## src/rtl/keypad_entry_unit_if.sv

```systemverilog
// Value-request handshake between data_mem (master) and the keypad entry unit (slave).
interface keypad_entry_unit_if #(
  parameter int DATA_WIDTH = 32
) ();
  logic                  input_enable;
  logic                  input_complete;
  logic [DATA_WIDTH-1:0] input_data;

  modport master (output input_enable, input input_complete, input input_data);
  modport slave  (input input_enable, output input_complete, output input_data);
endinterface

```

## src/rtl/keypad_entry_unit.sv

```systemverilog
// User-input front end: assembles signed/unsigned decimal numbers from keypad press
// events, offers a switch-input mode, and lets the user pause/resume the CPU.
module keypad_entry_unit #(
  parameter int DATA_WIDTH = 32,
  parameter int SWITCH_CNT = 24,
  parameter int MAX_DIGITS = 10,
  parameter bit SIGNED_EN  = 1'b1
) (
  input  logic                  clk,
  input  logic                  rst_n,
  input  logic [7:0]            key_coord,
  input  logic [SWITCH_CNT-1:0] switch_map,
  input  logic                  uart_complete,
  keypad_entry_unit_if.slave    mem_if,
  output logic                  switch_enable,
  output logic                  cpu_pause,
  output logic [3:0]            digit_count,
  output logic                  overflow,
  output logic                  negative
);

  // {row,col} codes of the non-digit keys.
  localparam logic [7:0] CODE_BACK   = 8'h7E;  // *
  localparam logic [7:0] CODE_ENTER  = 8'h7B;  // #
  localparam logic [7:0] CODE_PAUSE  = 8'hE7;  // A
  localparam logic [7:0] CODE_TOGGLE = 8'hD7;  // B
  localparam logic [7:0] CODE_CLEAR  = 8'hB7;  // C
  localparam logic [7:0] CODE_SIGN   = 8'h77;  // D

  // Extra 4 bits keep mag*10+d from wrapping before the range compare.
  localparam int EXT_W = DATA_WIDTH + 4;
  localparam logic [EXT_W-1:0] MAG_LIMIT = SIGNED_EN ? ((EXT_W'(1) << (DATA_WIDTH - 1)) - EXT_W'(1))
                                                     : ((EXT_W'(1) << DATA_WIDTH) - EXT_W'(1));

  typedef enum logic [1:0] {ST_BLOCK, ST_SWITCH, ST_KEYPAD, ST_HALT} state_e;
  typedef enum logic [2:0] {
    KEY_NONE, KEY_DIGIT, KEY_BACK, KEY_ENTER, KEY_PAUSE, KEY_TOGGLE, KEY_CLEAR, KEY_SIGN
  } key_kind_e;

  state_e                state_q, state_d;
  logic [DATA_WIDTH-1:0] mag_q, mag_d;
  logic [3:0]            digit_count_q, digit_count_d;
  logic                  overflow_q, overflow_d;
  logic                  negative_q, negative_d;
  logic                  switch_enable_q, switch_enable_d;
  logic                  cpu_pause_q, cpu_pause_d;
  logic                  input_complete_q, input_complete_d;
  logic [7:0]            key_prev_q, key_prev_d;

  key_kind_e             key_kind;
  logic [3:0]            key_digit;
  logic                  key_press;
  logic [EXT_W-1:0]      mag_ext_next;

  // Classify the current key code; a held key only acts on its first sample.
  always_comb begin
    // NOTE: every variable assigned in always_comb gets a default first, so no path infers a latch.
    key_kind  = KEY_NONE;
    key_digit = 4'd0;
    unique case (key_coord)
      8'h7D: begin key_kind = KEY_DIGIT; key_digit = 4'd0; end
      8'hEE: begin key_kind = KEY_DIGIT; key_digit = 4'd1; end
      8'hED: begin key_kind = KEY_DIGIT; key_digit = 4'd2; end
      8'hEB: begin key_kind = KEY_DIGIT; key_digit = 4'd3; end
      8'hDE: begin key_kind = KEY_DIGIT; key_digit = 4'd4; end
      8'hDD: begin key_kind = KEY_DIGIT; key_digit = 4'd5; end
      8'hDB: begin key_kind = KEY_DIGIT; key_digit = 4'd6; end
      8'hBE: begin key_kind = KEY_DIGIT; key_digit = 4'd7; end
      8'hBD: begin key_kind = KEY_DIGIT; key_digit = 4'd8; end
      8'hBB: begin key_kind = KEY_DIGIT; key_digit = 4'd9; end
      CODE_BACK:   key_kind = KEY_BACK;
      CODE_ENTER:  key_kind = KEY_ENTER;
      CODE_PAUSE:  key_kind = KEY_PAUSE;
      CODE_TOGGLE: key_kind = KEY_TOGGLE;
      CODE_CLEAR:  key_kind = KEY_CLEAR;
      CODE_SIGN:   key_kind = KEY_SIGN;
      default:     key_kind = KEY_NONE;
    endcase
  end

  assign key_press    = (key_coord != 8'h00) && (key_prev_q == 8'h00);
  assign mag_ext_next = {4'b0000, mag_q} * EXT_W'(10) + EXT_W'(key_digit);

  // Next-state and entry-register update for all four modes.
  always_comb begin
    state_d          = state_q;
    mag_d            = mag_q;
    digit_count_d    = digit_count_q;
    overflow_d       = overflow_q;
    negative_d       = negative_q;
    switch_enable_d  = switch_enable_q;
    cpu_pause_d      = cpu_pause_q;
    input_complete_d = input_complete_q;
    key_prev_d       = key_coord;

    unique case (state_q)
      ST_BLOCK: begin
        if (key_press && key_kind == KEY_PAUSE) begin
          state_d     = ST_HALT;
          cpu_pause_d = 1'b1;
        end else if (mem_if.input_enable) begin
          mag_d            = '0;
          digit_count_d    = 4'd0;
          overflow_d       = 1'b0;
          negative_d       = 1'b0;
          input_complete_d = 1'b0;
          state_d          = switch_enable_q ? ST_SWITCH : ST_KEYPAD;
        end
      end

      ST_SWITCH, ST_KEYPAD: begin
        if (!mem_if.input_enable) begin
          // Entry abandoned by data_mem; completion flag left as it was.
          state_d = ST_BLOCK;
        end else if (key_press) begin
          unique case (key_kind)
            KEY_TOGGLE: begin
              state_d         = (state_q == ST_SWITCH) ? ST_KEYPAD : ST_SWITCH;
              switch_enable_d = (state_q == ST_KEYPAD);
            end
            KEY_ENTER: begin
              state_d          = ST_BLOCK;
              input_complete_d = 1'b1;
              digit_count_d    = 4'd0;
            end
            KEY_PAUSE: begin
              state_d          = ST_HALT;
              input_complete_d = 1'b1;
              cpu_pause_d      = 1'b1;
              digit_count_d    = 4'd0;
            end
            KEY_DIGIT: begin
              if (state_q == ST_KEYPAD) begin
                if (digit_count_q == 4'(MAX_DIGITS) || mag_ext_next > MAG_LIMIT) begin
                  overflow_d = 1'b1;
                end else begin
                  mag_d         = mag_ext_next[DATA_WIDTH-1:0];
                  digit_count_d = digit_count_q + 4'd1;
                  overflow_d    = 1'b0;
                end
              end
            end
            KEY_BACK: begin
              if (state_q == ST_KEYPAD) begin
                if (digit_count_q != 4'd0) begin
                  mag_d         = mag_q / DATA_WIDTH'(10);
                  digit_count_d = digit_count_q - 4'd1;
                end
                overflow_d = 1'b0;
              end
            end
            KEY_CLEAR: begin
              if (state_q == ST_KEYPAD) begin
                mag_d         = '0;
                digit_count_d = 4'd0;
                negative_d    = 1'b0;
                overflow_d    = 1'b0;
              end
            end
            KEY_SIGN: begin
              if (state_q == ST_KEYPAD && SIGNED_EN) negative_d = ~negative_q;
            end
            default: ;
          endcase
        end
      end

      ST_HALT: begin
        if (key_press && key_kind == KEY_PAUSE && uart_complete) begin
          state_d     = ST_BLOCK;
          cpu_pause_d = 1'b0;
        end
      end

      default: state_d = ST_BLOCK;
    endcase
  end

  // State and entry registers; asynchronous reset returns everything to idle.
  always_ff @(posedge clk or negedge rst_n) begin
    // NOTE: sequential state uses non-blocking assignments so every flop samples pre-edge values.
    if (!rst_n) begin
      state_q          <= ST_BLOCK;
      mag_q            <= '0;
      digit_count_q    <= 4'd0;
      overflow_q       <= 1'b0;
      negative_q       <= 1'b0;
      switch_enable_q  <= 1'b0;
      cpu_pause_q      <= 1'b0;
      input_complete_q <= 1'b0;
      key_prev_q       <= 8'h00;
    end else begin
      state_q          <= state_d;
      mag_q            <= mag_d;
      digit_count_q    <= digit_count_d;
      overflow_q       <= overflow_d;
      negative_q       <= negative_d;
      switch_enable_q  <= switch_enable_d;
      cpu_pause_q      <= cpu_pause_d;
      input_complete_q <= input_complete_d;
      key_prev_q       <= key_prev_d;
    end
  end

  assign mem_if.input_data     = switch_enable_q ? DATA_WIDTH'(switch_map)
                               : (negative_q ? (DATA_WIDTH'(0) - mag_q) : mag_q);
  assign mem_if.input_complete = input_complete_q;
  assign switch_enable         = switch_enable_q;
  assign cpu_pause             = cpu_pause_q;
  assign digit_count           = digit_count_q;
  assign overflow              = overflow_q;
  assign negative              = negative_q;

endmodule

```

## src/flat_wrapper.sv

```systemverilog
// flat-port wrapper written by rule: the top's interface ports become plain ports
module keypad_entry_unit_flat 
#(
  parameter int DATA_WIDTH = 32,
  parameter int SWITCH_CNT = 24,
  parameter int MAX_DIGITS = 10,
  parameter bit SIGNED_EN  = 1'b1
)
  (clk, rst_n, key_coord, switch_map, uart_complete, switch_enable, cpu_pause, digit_count, overflow, negative, mem_if_input_enable, mem_if_input_complete, mem_if_input_data);
  keypad_entry_unit_if #(.DATA_WIDTH(DATA_WIDTH)) mem_if_i ();
  input  logic clk;
  input  logic rst_n;
  input  logic [7:0] key_coord;
  input  logic [SWITCH_CNT-1:0] switch_map;
  input  logic uart_complete;
  output logic switch_enable;
  output logic cpu_pause;
  output logic [3:0] digit_count;
  output logic overflow;
  output logic negative;
  input wire logic [$bits(mem_if_i.input_enable)-1:0] mem_if_input_enable;
  output wire logic [$bits(mem_if_i.input_complete)-1:0] mem_if_input_complete;
  output wire logic [$bits(mem_if_i.input_data)-1:0] mem_if_input_data;
  assign mem_if_i.input_enable = mem_if_input_enable;
  assign mem_if_input_complete = mem_if_i.input_complete;
  assign mem_if_input_data = mem_if_i.input_data;
  keypad_entry_unit #(.DATA_WIDTH(DATA_WIDTH), .SWITCH_CNT(SWITCH_CNT), .MAX_DIGITS(MAX_DIGITS), .SIGNED_EN(SIGNED_EN)) u_core (.clk(clk), .rst_n(rst_n), .key_coord(key_coord), .switch_map(switch_map), .uart_complete(uart_complete), .mem_if(mem_if_i), .switch_enable(switch_enable), .cpu_pause(cpu_pause), .digit_count(digit_count), .overflow(overflow), .negative(negative));
endmodule
```

## config.mk

```make
export PLATFORM = sky130hd
export DESIGN_NAME = keypad_entry_unit_flat
export DESIGN_NICKNAME = d
export VERILOG_FILES = /design/src/rtl/keypad_entry_unit_if.sv /design/src/rtl/keypad_entry_unit.sv /design/src/flat_wrapper.sv
export SDC_FILE = /design/constraint.sdc
export NUM_CORES = 1
export LEC_CHECK = 0
export BUFFER_PORTS_ARGS = -buffer_cell sky130_fd_sc_hd__buf_2
export CORE_UTILIZATION = 58
export CTS_BUF_LIST = sky130_fd_sc_hd__clkbuf_8 sky130_fd_sc_hd__clkbuf_16
export DETAILED_ROUTE_END_ITERATION = 10
export HOLD_SLACK_MARGIN = 0.08
export PLACE_DENSITY = 0.79
export RECOVER_POWER = 25
export SKIP_LAST_GASP = 1
export SLEW_MARGIN = 20
export SYNTH_ARGS = -nofsm -noshare
export SYNTH_HDL_FRONTEND = slang
export SYNTH_SLANG_ARGS = --single-unit
```

## constraint.sdc

```tcl
create_clock -name clk -period 9.7 [get_ports clk]
set_input_delay 0.97 -clock clk [delete_from_list [all_inputs] [get_ports clk]]
set_output_delay 0.97 -clock clk [all_outputs]
set_load 0.05 [all_outputs]
```

==> out/results.ini <==
[layout]
nFillCells=1274
layout_common_cells=274 x buf_4, 211 x nand2_1, 132 x nor2_1
stdcell_count=2080
multi_input_area_um2=9910
final_util_pct=78.1
diodes=0
final_nets=1956
layout-drive-gt1-share_pct=30.1
syn_to_final_growth_pct=32.2
seq_area_um2=1280
design_area_um2=14600
layout_commonest_cell=buf_4

[synthesis]
synthArstFlopShare_pct=100
yosysSeqAreaShare_pct=11.6
synth_edf_count=0
yosys_register_bits=51
syn_area_um2=11000
yosysWarnings=0
synth_cell_types=125
synth_area_per_cell_um2=6.97
ys.flop_type=dfrtp_1
synthTopCellsByArea=dfrtp_1 12%, ha_1 8.2%, nand2_1 7.3%
synth_nets=1692
synth_top_area_cell=dfrtp_1
synth_top_area_share_pct=11.6
synth_cells=1581

[run_status]
violations=capacitance limit, slew limit, setup timing
status=complete, but fails checks

[global_route]
grt_max_degree=58
grt_pass1_vias=13000
grt_usage_pct=37.8
grt_overflow=0
grt_pass1_wl_mm=62.4
antenna_found_initial=0

[worst_setup_path]
crit_type=register to register
start_kind=register
worstPathMaxFanout=7
required_ps=9920
r2r_cells=45
worstSetupStartpoint=u_core.mag_q[27]
critPathSlowestCell=a311o_2
r2r_start=u_core.mag_q[27]
crit_path_frequent_cell=buf_4
max_stage_delay_ps=470
crit_arrival_ps=10930
end_kind=register
r2r_setup_slack_ps=-1010
r2r-end=u_core.mag_q[1]

[min_path]
holdPathStages=1
holdCritPathClass=register to register
hold_path.startpoint=u_core.mem_if.input_complete
whs_endpoint=u_core.mem_if.input_complete

[clock_tree]
root_buffer=clkbuf_16
h-tree-depth=2
cts.path.max_buffers=2
cts_buffers=5
clkTransAtPathRegs_ps=80
hold_buffers=0
cts_tree=yes
clock_latency_ps=300
cts_sinks=51

[routing]
drc_errors=0
wl_per_cell_um=18.8
wl_mm=39.1
ant_nets=0
drt_pass1_iterations=6
drt_iter0_markers=1226
via_count=14000
drt-vias-per-instance=6.72

[timing]
worst_slack_ps=-1010
finalCritPeriodShare_pct=110
whs_ps=517
min_period_ps=10710
rsz0062_at_grt=yes
fmax_mhz=93.4
tightest_slew_ps=2460
final_hold_viol_count=0
setup_viol=5
slew_viol_final=44
fin_worst_skew_ps=12.1
timing.slew.headroom_pct=-63.8

[placed_design]
postPlaceCellArea_um2=13100
numPortBuffers=76
gp_congestion=0.949
placed_cells=2011
dp_hpwl_mm=25.4

[floorplanning]
floorplan.rows=50
die_w_um=140
io_pins=77
start_util_pct=59.1
die_area_um2=19500
core_area_um2=18600
die_h_um=140

[run]
drv_cap=1

-- through the flow --
| step | TNS (ps) | setup WS [ps] |
|---|---|---|
| 3_3_place_gp | -2440 | -727 |
| 6_report | -3710 | -1010 |
| 2_1_floorplan | -1310 | -488 |
| 4_1_cts | -1560 | -552 |
| 3_5_place_dp | -3750 | -985 |
| 5_1_grt | -6760 | -1510 |
-- how the worst max path moves through the flow --
stage / end / slack [ps] / cells past startpoint
floorplan: u_core.mag_q[1] / -490 / 40
detailed placement: u_core.mag_q[0] / -990 / 41
finish: u_core.mag_q[1] / -1010 / 45
global placement: u_core.mag_q[1] / -730 / 41
global route: u_core.mag_q[1] / -1510 / 45
CTS: u_core.mag_q[1] / -550 / 45
-- layout make-up --
cell class,instances,share of cell area (%)
timing repair buffer,367,18.1
sequential,51,8.79
tap,234,2.01
multi-input combinational,1344,68.1
inverter,76,1.96
clock buffer,6,0.954
clock inverter,2,0.112
-- synthesized netlist by cell type (all sizes together) (8+ instances only) --
cell type / instances
a211o: 9
a31oi: 17
a221oi: 13
or2: 12
o211ai: 33
clkbuf: 77
o22ai: 33
nand3: 42
nand4: 15
a21o: 11
nor2: 138
dfrtp: 51
o31ai: 27
buf: 36
a2111oi: 14
and3: 11
nor3: 45
o21ai: 155
nand2: 214
mux2i: 12
nand2b: 8
ha: 72
clkinv: 8
a21boi: 20
xor2: 29
nor4: 25
a21oi: 80
inv: 68
o41ai: 9
and2: 21
a211oi: 29
o31a: 10
a311oi: 12
nor2b: 9
xnor2: 73
-- metal layers --
metal / vias to the layer above / routed length, um / global-route usage (%)
li1: 6431 / - / -
met1: 6540 / 15700 / 49.1
met2: 831 / 18600 / 64.8
met3: 169 / 3440 / 3.65
met4: 0 / 1410 / 13.6
met5: - / 0 / 0
-- kinds of logic after synthesis --
kind of cell / share of synthesized area (%)
fa+ha+maj: 8.91
flops: 11.6
buf+inv: 6.83
mux: 1.75
compound gates: 37.3
simple gates: 25.3
xor+xnor: 8.31
-- worst max-delay path: cells and delay by family (launching register included) --
family | cells | cell delay, ps
compound gates | 26 | 6340
xor+xnor | 1 | 150
flops | 1 | 440
simple gates | 8 | 1630
mux | 2 | 670
buf+inv | 8 | 1390
-- state kept, by name, summed over array words and instances (netlist names) --
signal / cells
u_core.digit_count: 4
u_core.mag_q: 32
u_core.negative: 1
u_core.mem_if.input_complete: 1
u_core.switch_enable: 1
u_core.overflow: 1
u_core.cpu_pause: 1
u_core.state_q: 2
u_core.key_prev_q: 8
-- repair_timing --
item	CTS	global route
pin swaps	59	58
hold endpoints to repair	0	0
cloned	2	1
gates resized for setup	110	56
setup endpoints to repair	5	34
setup buffers	37	23
Power is not shown: default switching activity piles up to over one toggle a cycle in this logic, so the estimate is an artifact.
